==> src/rtl/nnet_pkg.sv <==
// Shared definitions for the nnet argmax stage.
// Holds the default score/index widths, the FSM state encoding and the
// bit positions of the fields packed into the 32-bit result word.
package nnet_pkg;

    localparam int SCORE_W_DEF = 16;
    localparam int IDX_W_DEF   = 16;

    // Result word layout: {max_score[15:0], index[15:0]}
    localparam int RES_W         = 32;
    localparam int RES_IDX_LSB   = 0;
    localparam int RES_IDX_W     = 16;
    localparam int RES_SCORE_LSB = 16;
    localparam int RES_SCORE_W   = 16;

    typedef enum logic {
        ST_ACCUM = 1'b0,
        ST_HOLD  = 1'b1
    } argmax_state_t;

endpackage

==> src/rtl/nnet_argmax_stage.sv <==
// nnet_argmax_stage
// Streams a vector of signed scores and emits one result word per vector
// holding the maximum score and the index of its first occurrence.
//
// Ports:
//   clk            compute-engine clock
//   reset          asynchronous active-high reset
//   clear          synchronous flush; drops any partial vector or pending result
//   vec_len        scores per vector, latched on element 0 (0 treated as 1)
//   s_axis_tdata   score in the low SCORE_W bits, upper bits ignored
//   s_axis_tvalid  score valid
//   s_axis_tready  score accept (high while accumulating)
//   m_axis_tdata   {max_score sign-extended/saturated to 16, index[15:0]}
//   m_axis_tlast   end of packet, high with every result word
//   m_axis_tvalid  result valid (high while holding a result)
//   m_axis_tready  downstream accept
//   vec_count      number of result words taken downstream (wraps)
module nnet_argmax_stage
    import nnet_pkg::*;
#(
    parameter int SCORE_W = SCORE_W_DEF,
    parameter int IDX_W   = IDX_W_DEF
) (
    input  logic             clk,
    input  logic             reset,
    input  logic             clear,
    input  logic [IDX_W-1:0] vec_len,
    input  logic [RES_W-1:0] s_axis_tdata,
    input  logic             s_axis_tvalid,
    output logic             s_axis_tready,
    output logic [RES_W-1:0] m_axis_tdata,
    output logic             m_axis_tlast,
    output logic             m_axis_tvalid,
    input  logic             m_axis_tready,
    output logic [31:0]      vec_count
);

    localparam logic [IDX_W-1:0] IDX_ONE = {{(IDX_W-1){1'b0}}, 1'b1};

    // Fit a SCORE_W signed score into the 16-bit result field; wider scores
    // clip to the 16-bit signed range instead of wrapping.
    function automatic logic [RES_SCORE_W-1:0] sat_score(input logic signed [SCORE_W-1:0] s);
        logic [SCORE_W+RES_SCORE_W-1:0] ext;
        logic [SCORE_W:0]               top;
        ext = {{RES_SCORE_W{s[SCORE_W-1]}}, s};
        top = ext[SCORE_W+RES_SCORE_W-1:RES_SCORE_W-1];
        if ((&top) || ~(|top))
            return ext[RES_SCORE_W-1:0];
        else if (s[SCORE_W-1])
            return {1'b1, {(RES_SCORE_W-1){1'b0}}};
        else
            return {1'b0, {(RES_SCORE_W-1){1'b1}}};
    endfunction

    argmax_state_t              state_p0;
    argmax_state_t              state_nxt;
    logic        [IDX_W-1:0]    cnt_p0;
    logic        [IDX_W-1:0]    len_p0;
    logic signed [SCORE_W-1:0]  max_p0;
    logic        [IDX_W-1:0]    idx_p0;

    logic signed [SCORE_W-1:0]  score_in;
    logic        [IDX_W-1:0]    len_eff;
    logic                       first_elem;
    logic                       last_elem;
    logic                       accept;
    logic                       take;
    logic [RES_SCORE_W-1:0]     res_score;
    logic [RES_IDX_W-1:0]       res_idx;
    logic                       unused_tdata;

    assign score_in     = s_axis_tdata[SCORE_W-1:0];
    assign unused_tdata = ^s_axis_tdata;

    // Element 0 sees the live vec_len; later elements use the latched length.
    assign len_eff    = (vec_len == '0) ? IDX_ONE : vec_len;
    assign first_elem = (cnt_p0 == '0);
    assign last_elem  = first_elem ? (len_eff == IDX_ONE)
                                   : (cnt_p0 == (len_p0 - IDX_ONE));

    // ---- control: state register ----
    always_ff @(posedge clk or posedge reset) begin
        if (reset) begin
            state_p0 <= ST_ACCUM;
        end else begin
            state_p0 <= state_nxt;
        end
    end

    always_comb begin
        state_nxt     = state_p0;
        s_axis_tready = 1'b0;
        m_axis_tvalid = 1'b0;
        m_axis_tlast  = 1'b0;
        accept        = 1'b0;
        take          = 1'b0;
        case (state_p0)
            ST_ACCUM: begin
                s_axis_tready = 1'b1;
                accept        = s_axis_tvalid;
                if (accept && last_elem)
                    state_nxt = ST_HOLD;
            end
            ST_HOLD: begin
                m_axis_tvalid = 1'b1;
                m_axis_tlast  = 1'b1;
                take          = m_axis_tready;
                if (take)
                    state_nxt = ST_ACCUM;
            end
            default: state_nxt = ST_ACCUM;
        endcase
        // A flush overrides whatever handshake happens in the same cycle.
        if (clear)
            state_nxt = ST_ACCUM;
    end

    // ---- p0: element counter, running max/index, result count ----
    always_ff @(posedge clk or posedge reset) begin
        if (reset) begin
            cnt_p0    <= '0;
            len_p0    <= '0;
            max_p0    <= '0;
            idx_p0    <= '0;
            vec_count <= '0;
        end else if (clear) begin
            cnt_p0 <= '0;
        end else if (take) begin
            cnt_p0    <= '0;
            vec_count <= vec_count + 32'd1;
        end else if (accept) begin
            cnt_p0 <= cnt_p0 + IDX_ONE;
            if (first_elem) begin
                len_p0 <= len_eff;
                max_p0 <= score_in;
                idx_p0 <= '0;
            end else if (score_in > max_p0) begin
                // Strict compare keeps the earliest index on ties.
                max_p0 <= score_in;
                idx_p0 <= cnt_p0;
            end
        end
    end

    // ---- output: pack result word ----
    assign res_score = sat_score(max_p0);

    if (IDX_W >= RES_IDX_W) begin : g_idx_trunc
        assign res_idx = idx_p0[RES_IDX_W-1:0];
    end else begin : g_idx_pad
        assign res_idx = {{(RES_IDX_W-IDX_W){1'b0}}, idx_p0};
    end

    always_comb begin
        m_axis_tdata = '0;
        m_axis_tdata[RES_SCORE_LSB +: RES_SCORE_W] = res_score;
        m_axis_tdata[RES_IDX_LSB +: RES_IDX_W]     = res_idx;
    end

endmodule

==> config.mk <==
export PLATFORM = sky130hd
export DESIGN_NAME = nnet_argmax_stage
export DESIGN_NICKNAME = d
export VERILOG_FILES = /design/src/rtl/nnet_pkg.sv /design/src/rtl/nnet_argmax_stage.sv
export SDC_FILE = /design/constraint.sdc
export NUM_CORES = 1
export LEC_CHECK = 0
export CAP_MARGIN = 20
export CORE_ASPECT_RATIO = 0.6
export CORE_UTILIZATION = 52
export CTS_BUF_LIST = sky130_fd_sc_hd__clkbuf_8
export CTS_CLUSTER_DIAMETER = 30
export DETAILED_ROUTE_END_ITERATION = 10
export PLACE_DENSITY = 0.88
export SLEW_MARGIN = 30
export SYNTH_ARGS = -nofsm -noshare
export SYNTH_HDL_FRONTEND = slang
export SYNTH_SLANG_ARGS = --single-unit
export TNS_END_PERCENT = 30
==> constraint.sdc <==
create_clock -name clk -period 4.9 [get_ports clk]
set_input_delay 1.47 -clock clk [delete_from_list [all_inputs] [get_ports clk]]
set_output_delay 1.47 -clock clk [all_outputs]
set_load 0.005 [all_outputs]
==> results of run 1 <==
==> through the flow <==
step / worst slack, ns / hold WS, ns
final: 0.830 / 0.473
after floorplan: 0.896 / 0.468
after global placement: 0.526 / 0.459
after CTS: 0.855 / 0.479
after detailed placement: 0.463 / 0.462
after global routing: 0.730 / 0.490
==> how the worst max path moves through the flow <==
stage / slack [ns] / cells after the start / end
global route: 0.73 / 9 / max_p0[4]
global placement: 0.53 / 9 / max_p0[10]
floorplan: 0.90 / 1 / cnt_p0[0]
finish: 0.83 / 9 / max_p0[9]
detailed placement: 0.46 / 9 / max_p0[7]
CTS: 0.85 / 9 / max_p0[7]
==> routing by layer <==
metal | GRT usage [%] | vias up | wire length (µm)
met2 | 38.1 | 153 | 5310
li1 | - | 1985 | -
met3 | 5.71 | 18 | 740
met5 | 0 | - | 0
met1 | 33.1 | 2035 | 5600
met4 | 6.82 | 0 | 170
==> power breakdown <==
part	total, mW	internal (mW)	switching [mW]
registers	1.01	0.901	0.112
logic	0.693	0.380	0.313
clock network	0.607	0.336	0.271
total	2.31	1.62	0.696
==> logic make-up (layout without fill, tap and decap cells) <==
group	Yosys count	count (layout)	synth area share (%)
DFF	97	97	46.6
buffers and inverters	57	164	4.56
muxes	35	35	7.25
xor gates and xnor gates	65	65	10.9
and+or+nand+nor	178	178	18.1
AOI/OAI and AO/OA	57	57	7.80
adders and majority gates	20	20	4.80
==> layout make-up <==
| class | instances | area [µm²] | area share, % |
|---|---|---|---|
| timing repair buffer | 111 | 1090 | 16.5 |
| sequential | 97 | 2430 | 36.7 |
| inverter | 37 | 144 | 2.18 |
| multi-input combinational | 355 | 2550 | 38.5 |
| clock buffer | 9 | 124 | 1.88 |
| tap | 130 | 163 | 2.46 |
| clock inverter | 7 | 111 | 1.69 |
==> state kept, by name, indices dropped and copies added (netlist names) <==
signal     count
vec_count     32
cnt_p0        16
idx_p0        16
len_p0        16
max_p0        16
state_p0       1
==> synthesized netlist by cell type (2+ instances only) <==
cell type	n	area, µm²
a211oi_1	2	15.0
a21o_1	3	22.5
a21oi_1	13	65.1
a22o_1	9	78.8
a311oi_1	2	17.5
and2_1	2	12.5
and3_1	9	56.3
and4_1	4	35.0
and4b_1	2	20.0
buf_4	2	15.0
buf_6	2	22.5
clkbuf_1	15	56.3
dfrtp_1	97	2430
ha_1	20	250
inv_1	37	139
mux2_1	8	90.1
mux2_2	14	158
mux2i_1	13	130
nand2_1	47	176
nand2b_1	5	31.3
nand3_1	16	80.1
nand4_1	17	106
nor2_1	31	116
nor2b_1	3	18.8
nor3_1	14	70.1
nor4_1	13	81.3
o21ai_0	10	50.1
o22ai_1	2	12.5
o31ai_1	4	30.0
or3_1	2	12.5
or4_1	3	22.5
xnor2_1	50	438
xor2_1	15	131
==> worst max-delay path, stage by stage <==
cell	delay, ns
clkdlybuf4s50_1	0.43
ha_1	0.32
a21o_1	0.18
a21o_1	0.17
a2111o_1	0.46
o311a_2	0.43
nor3b_2	0.19
buf_4	0.28
mux2_2	0.38
==> cell usage in the layout, fill, tap and decap left out, types with 2 or more instances in the layout <==
| cell type | synthesis | routed |
|---|---|---|
| a211oi_1 | 2 | 2 |
| a21o_1 | 3 | 3 |
| a21oi_1 | 13 | 13 |
| a22o_1 | 9 | 9 |
| a311oi_1 | 2 | 2 |
| and2_1 | 2 | 2 |
| and3_1 | 9 | 9 |
| and4_1 | 4 | 4 |
| and4b_1 | 2 | 2 |
| buf_4 | 2 | 8 |
| bufinv_16 | 0 | 3 |
| clkbuf_8 | 0 | 9 |
| clkdlybuf4s50_1 | 0 | 103 |
| dfrtp_1 | 97 | 97 |
| ha_1 | 20 | 20 |
| inv_1 | 37 | 38 |
| mux2_1 | 8 | 8 |
| mux2_2 | 14 | 14 |
| mux2i_1 | 13 | 13 |
| nand2_1 | 47 | 47 |
| nand2b_1 | 5 | 5 |
| nand3_1 | 16 | 16 |
| nand4_1 | 17 | 17 |
| nor2_1 | 31 | 31 |
| nor2b_1 | 3 | 3 |
| nor3_1 | 14 | 14 |
| nor4_1 | 13 | 13 |
| o21ai_0 | 10 | 10 |
| o22ai_1 | 2 | 2 |
| o31ai_1 | 4 | 4 |
| or3_1 | 2 | 2 |
| or4_1 | 3 | 3 |
| xnor2_1 | 50 | 50 |
| xor2_1 | 15 | 15 |
==> results.cfg, run 1 <==
[finish]
n_fill_cell = 706
post-route-util_pct = 69.8
nNetsFinal = 684
fin_cells = 746
drive_gt1_share_pct = 7.63
final_cell_area_mm2 = 0.00661
syn2layout_area_growth_pct = 26.8
antenna_cells = 0

[place]
io_buffers = 103
post-place-cells = 730
placed_area_mm2 = 0.00637
routabilityCongestion = 0.885
dp_hpwl_um = 8840

[clock_network]
ctsHoldBuffers = 0
cts.clk_slew.worst_paths_ns = 0.09
cts_buffers = 9
cts-root-buf = clkbuf_8
cts.sinks = 97
htree_levels = 3
cts_resized = 0
cts_setup_buffers = 0
worst_skew_pair.late_latency_ns = 0.37
tritoncts = yes
clockBufferDepth = 2

[synthesis]
synth-edff-count = 0
syn_nets = 582
ys_seq_area_share_pct = 46.6
synth_area_per_cell_um2 = 10.2
synthArstFlopShare_pct = 100
syn_inst = 509
synth_seq_cells = 97
ys_warn_count = 0
synthDistinctLibCells = 56
ys.flop_type = dfrtp_1
syn-cell-area_mm2 = 0.00521

[min_path]
hold_path.class = flip-flop to flip-flop
whs_path_depth = 1
hold_start = vec_count[31]
hold_end = vec_count[31]

[worst_setup_path]
startpoint = s_axis_tdata[13]
cp-start-kind = primary input
timing.rr.end = len_p0[9]
cp-end-kind = flip-flop
reg2reg_slack_ns = 1.88
path_max_fanout = 18
critical_path_class = primary input to flip-flop
worstPathArrival_ns = 4.32
cp.required_ns = 5.15
reg2regPathDepth = 7
r2r_start = cnt_p0[0]

[pwr]
vdd_drop_max_uv = 205
power_density_mw_per_mm2 = 350
p_total_mw = 2.31
p_leak_nw = 2.92

[timing]
worstMarginPinSlew_ns = 0.843
relSlewSlack_pct = 43.8
final.setup.tns_ns = 0
slew_viol_final = 0
min_period_over_period_pct = 83.1
rsz0062_at_grt = no
hold_viol = 0
period_minus_slack_ns = 4.07
skew_ns = 0.0125
setup_violations = 0
fmax_mhz = 246

[run]
drv_cap = 0

[floorplan]
core_mm2 = 0.00946
row_count = 27
die-area_mm2 = 0.0104
chipHeight_um = 79.5
die_w_um = 131
ios = 120
start_util_pct = 55.1

[route]
dr.pass1.iters = 5
vias_per_cell = 5.62
wl_per_cell_um = 15.8
drt_iter0_drc = 391
totalWireLength_um = 11800
via_count = 4191
ant_nets = 0
drc = 0

[grt]
grtUsageTotal_pct = 24.1
grt_max_degree = 84
grt_remaining_overflow = 0
grt_pass1_wl_um = 19700
antenna_found_initial = 0
grt_pass1_vias = 4040

[status]
status = finished clean
Note: power is estimated with default switching activity, not from simulation.
==> run 2: changes to the inputs <==
==> constraint.sdc (replaced) <==
create_clock -name clk -period 4.3 [get_ports clk]
set_input_delay 1.29 -clock clk [delete_from_list [all_inputs] [get_ports clk]]
set_output_delay 1.29 -clock clk [all_outputs]
set_load 0.005 [all_outputs]
==> run 2 against run 1 <==
Effect of this change:
- die area unchanged
- power up 14%
- cell count up 0.40%
- non-clock buffer count up 3
- cell area up 0.64%
- worst setup slack worse by 0.41 ns
- count of clock-buffer cells in the layout up 1
- hold slack better by 0.0022 ns
- combinational power up 18%
- sequential power up 14%
- critical path depth unchanged
- critical endpoint is now max_p0[7]
==> results.cfg, run 2 (same netlist as run 1, synthesis figures left out) <==
[min_path]
hold_path.class = flip-flop to flip-flop
hold_end = vec_count[31]
hold_start = vec_count[31]
whs_path_depth = 1

[pwr]
power_density_mw_per_mm2 = 395
vdd_drop_max_uv = 287
p_leak_nw = 2.94

[clock_network]
cts.sinks = 97
cts_resized = 0
ctsHoldBuffers = 0
cts_buffers = 9
htree_levels = 3
tritoncts = yes
clockBufferDepth = 2
cts-root-buf = clkbuf_8
worst_skew_pair.late_latency_ns = 0.38
cts.clk_slew.worst_paths_ns = 0.10
cts_setup_buffers = 0

[grt]
grt_max_degree = 55
grt_pass1_vias = 4167
grtUsageTotal_pct = 25.3
grtUsageMet2_pct = 40.2
antenna_found_initial = 0
grt_pass1_wl_um = 20600
grt.met3_usage_pct = 5.14
met1_usage_pct = 34.3
grt_remaining_overflow = 0
grt.busiest_layer = met2

[place]
routabilityCongestion = 0.883
dp_slack_ns = 0.0390
io_buffers = 103
dp_hpwl_um = 9270

[timing]
worstMarginPinSlew_ns = 0.643
fmax_mhz = 258
min_period_over_period_pct = 90.2
setup_violations = 0
relSlewSlack_pct = 56.7
rsz0062_at_grt = no
period_minus_slack_ns = 3.88
skew_ns = 0.0131
final.setup.tns_ns = 0
timing.final.ws_setup_ns = 0.420
slew_viol_final = 0
hold_viol = 0

[worst_setup_path]
critical_path_class = primary input to flip-flop
reg2reg_slack_ns = 1.37
critical_path.slowest_cell = a2111o_1
crit_top_cell = a21o_1
cp_top_family = compound AO/OA/AOI/OAI gates
r2r_start = max_p0[13]
cp-end-kind = flip-flop
timing.rr.end = max_p0[7]
path_max_fanout = 18
critical_path.cell_chain = clkdlybuf4s50_1, ha_1, a21o_1, a21o_1, a2111o_1, o311a_2, nor3b_2, buf_12, mux2_1
cp.required_ns = 4.55
cpPeakStageDelay_ns = 0.47
cp-start-kind = primary input
reg2regPathDepth = 9
worstPathArrival_ns = 4.14
cp_num_buf_inv = 2

[route]
drc = 0
totalWireLength_um = 12300
via_count = 4232
drt_iter0_drc = 300
vias_per_cell = 5.65
dr.pass1.iters = 5
ant_nets = 0
wl_per_cell_um = 16.4

[floorplan]
start_util_pct = 55.1
ios = 120
die-area_mm2 = 0.0104
row_count = 27
chipHeight_um = 79.5
die_w_um = 131
core_mm2 = 0.00946

[finish]
antenna_cells = 0
largest_reg_flops = 32
final_common_cell = clkdlybuf4s50_1
syn2layout_area_growth_pct = 27.6
largest-register = vec_count
nNetsFinal = 687
drive_gt1_share_pct = 8.24
post-route-util_pct = 70.3
mostFrequentLayoutCells = clkdlybuf4s50_1, dfrtp_1, xnor2_1, nand2_1, inv_1

[run]
drv_cap = 0

[status]
status = finished clean
==> run 2: final cells by class <==
type	count	area, µm²
multi-input cells	355	2550
inverters	37	141
well taps	130	163
clock buffers	10	138
flip-flops and latches	97	2430
repair buffers	114	1150
clock inverters	6	82.6
fillers	692	2810
==> run 2: how the worst max path moves through the flow <==
stage / from / cells past startpoint / end
floorplan: reset / 1 / cnt_p0[0]
global placement: s_axis_tdata[13] / 9 / max_p0[10]
detailed placement: s_axis_tdata[13] / 9 / max_p0[7]
CTS: s_axis_tdata[13] / 9 / max_p0[7]
global route: s_axis_tdata[13] / 9 / max_p0[7]
finish: s_axis_tdata[13] / 9 / max_p0[7]
==> run 2: worst reg2reg max path, stage by stage (launching register included) <==
cell and delay [ns]:
dfrtp_1 0.38, inv_1 0.05, ha_1 0.30, a21o_1 0.19
a21o_1 0.17, a2111o_1 0.47, o311a_2 0.44, nor3b_2 0.27
buf_12 0.19, mux2_1 0.35
==> run 2: through the flow <==
stage	power [mW]	cells	hold WS, ns	cell area [µm²]
final	2.63	749	0.476	6650
after global routing	2.78	749	0.515	6650
after CTS	2.64	749	0.481	6650
after detailed placement	1.99	733	0.468	6430
after global placement	1.93	733	0.459	6430
after floorplan	1.63	509	0.468	5210
==> run 2: per-layer routing <==
layer / routed length, µm / part of all wire, %
met1: 5820 / 47
met2: 5530 / 45
met3: 706 / 5.7
met4: 238 / 1.9
met5: 0 / 0
==> run 2: power breakdown <==
part / internal [mW] / leakage [nW] / switching [mW]
sequential: 1.03 / 1.29 / 0.127
clock: 0.340 / 0.117 / 0.313
combinational: 0.457 / 1.53 / 0.364
total: 1.82 / 2.94 / 0.804
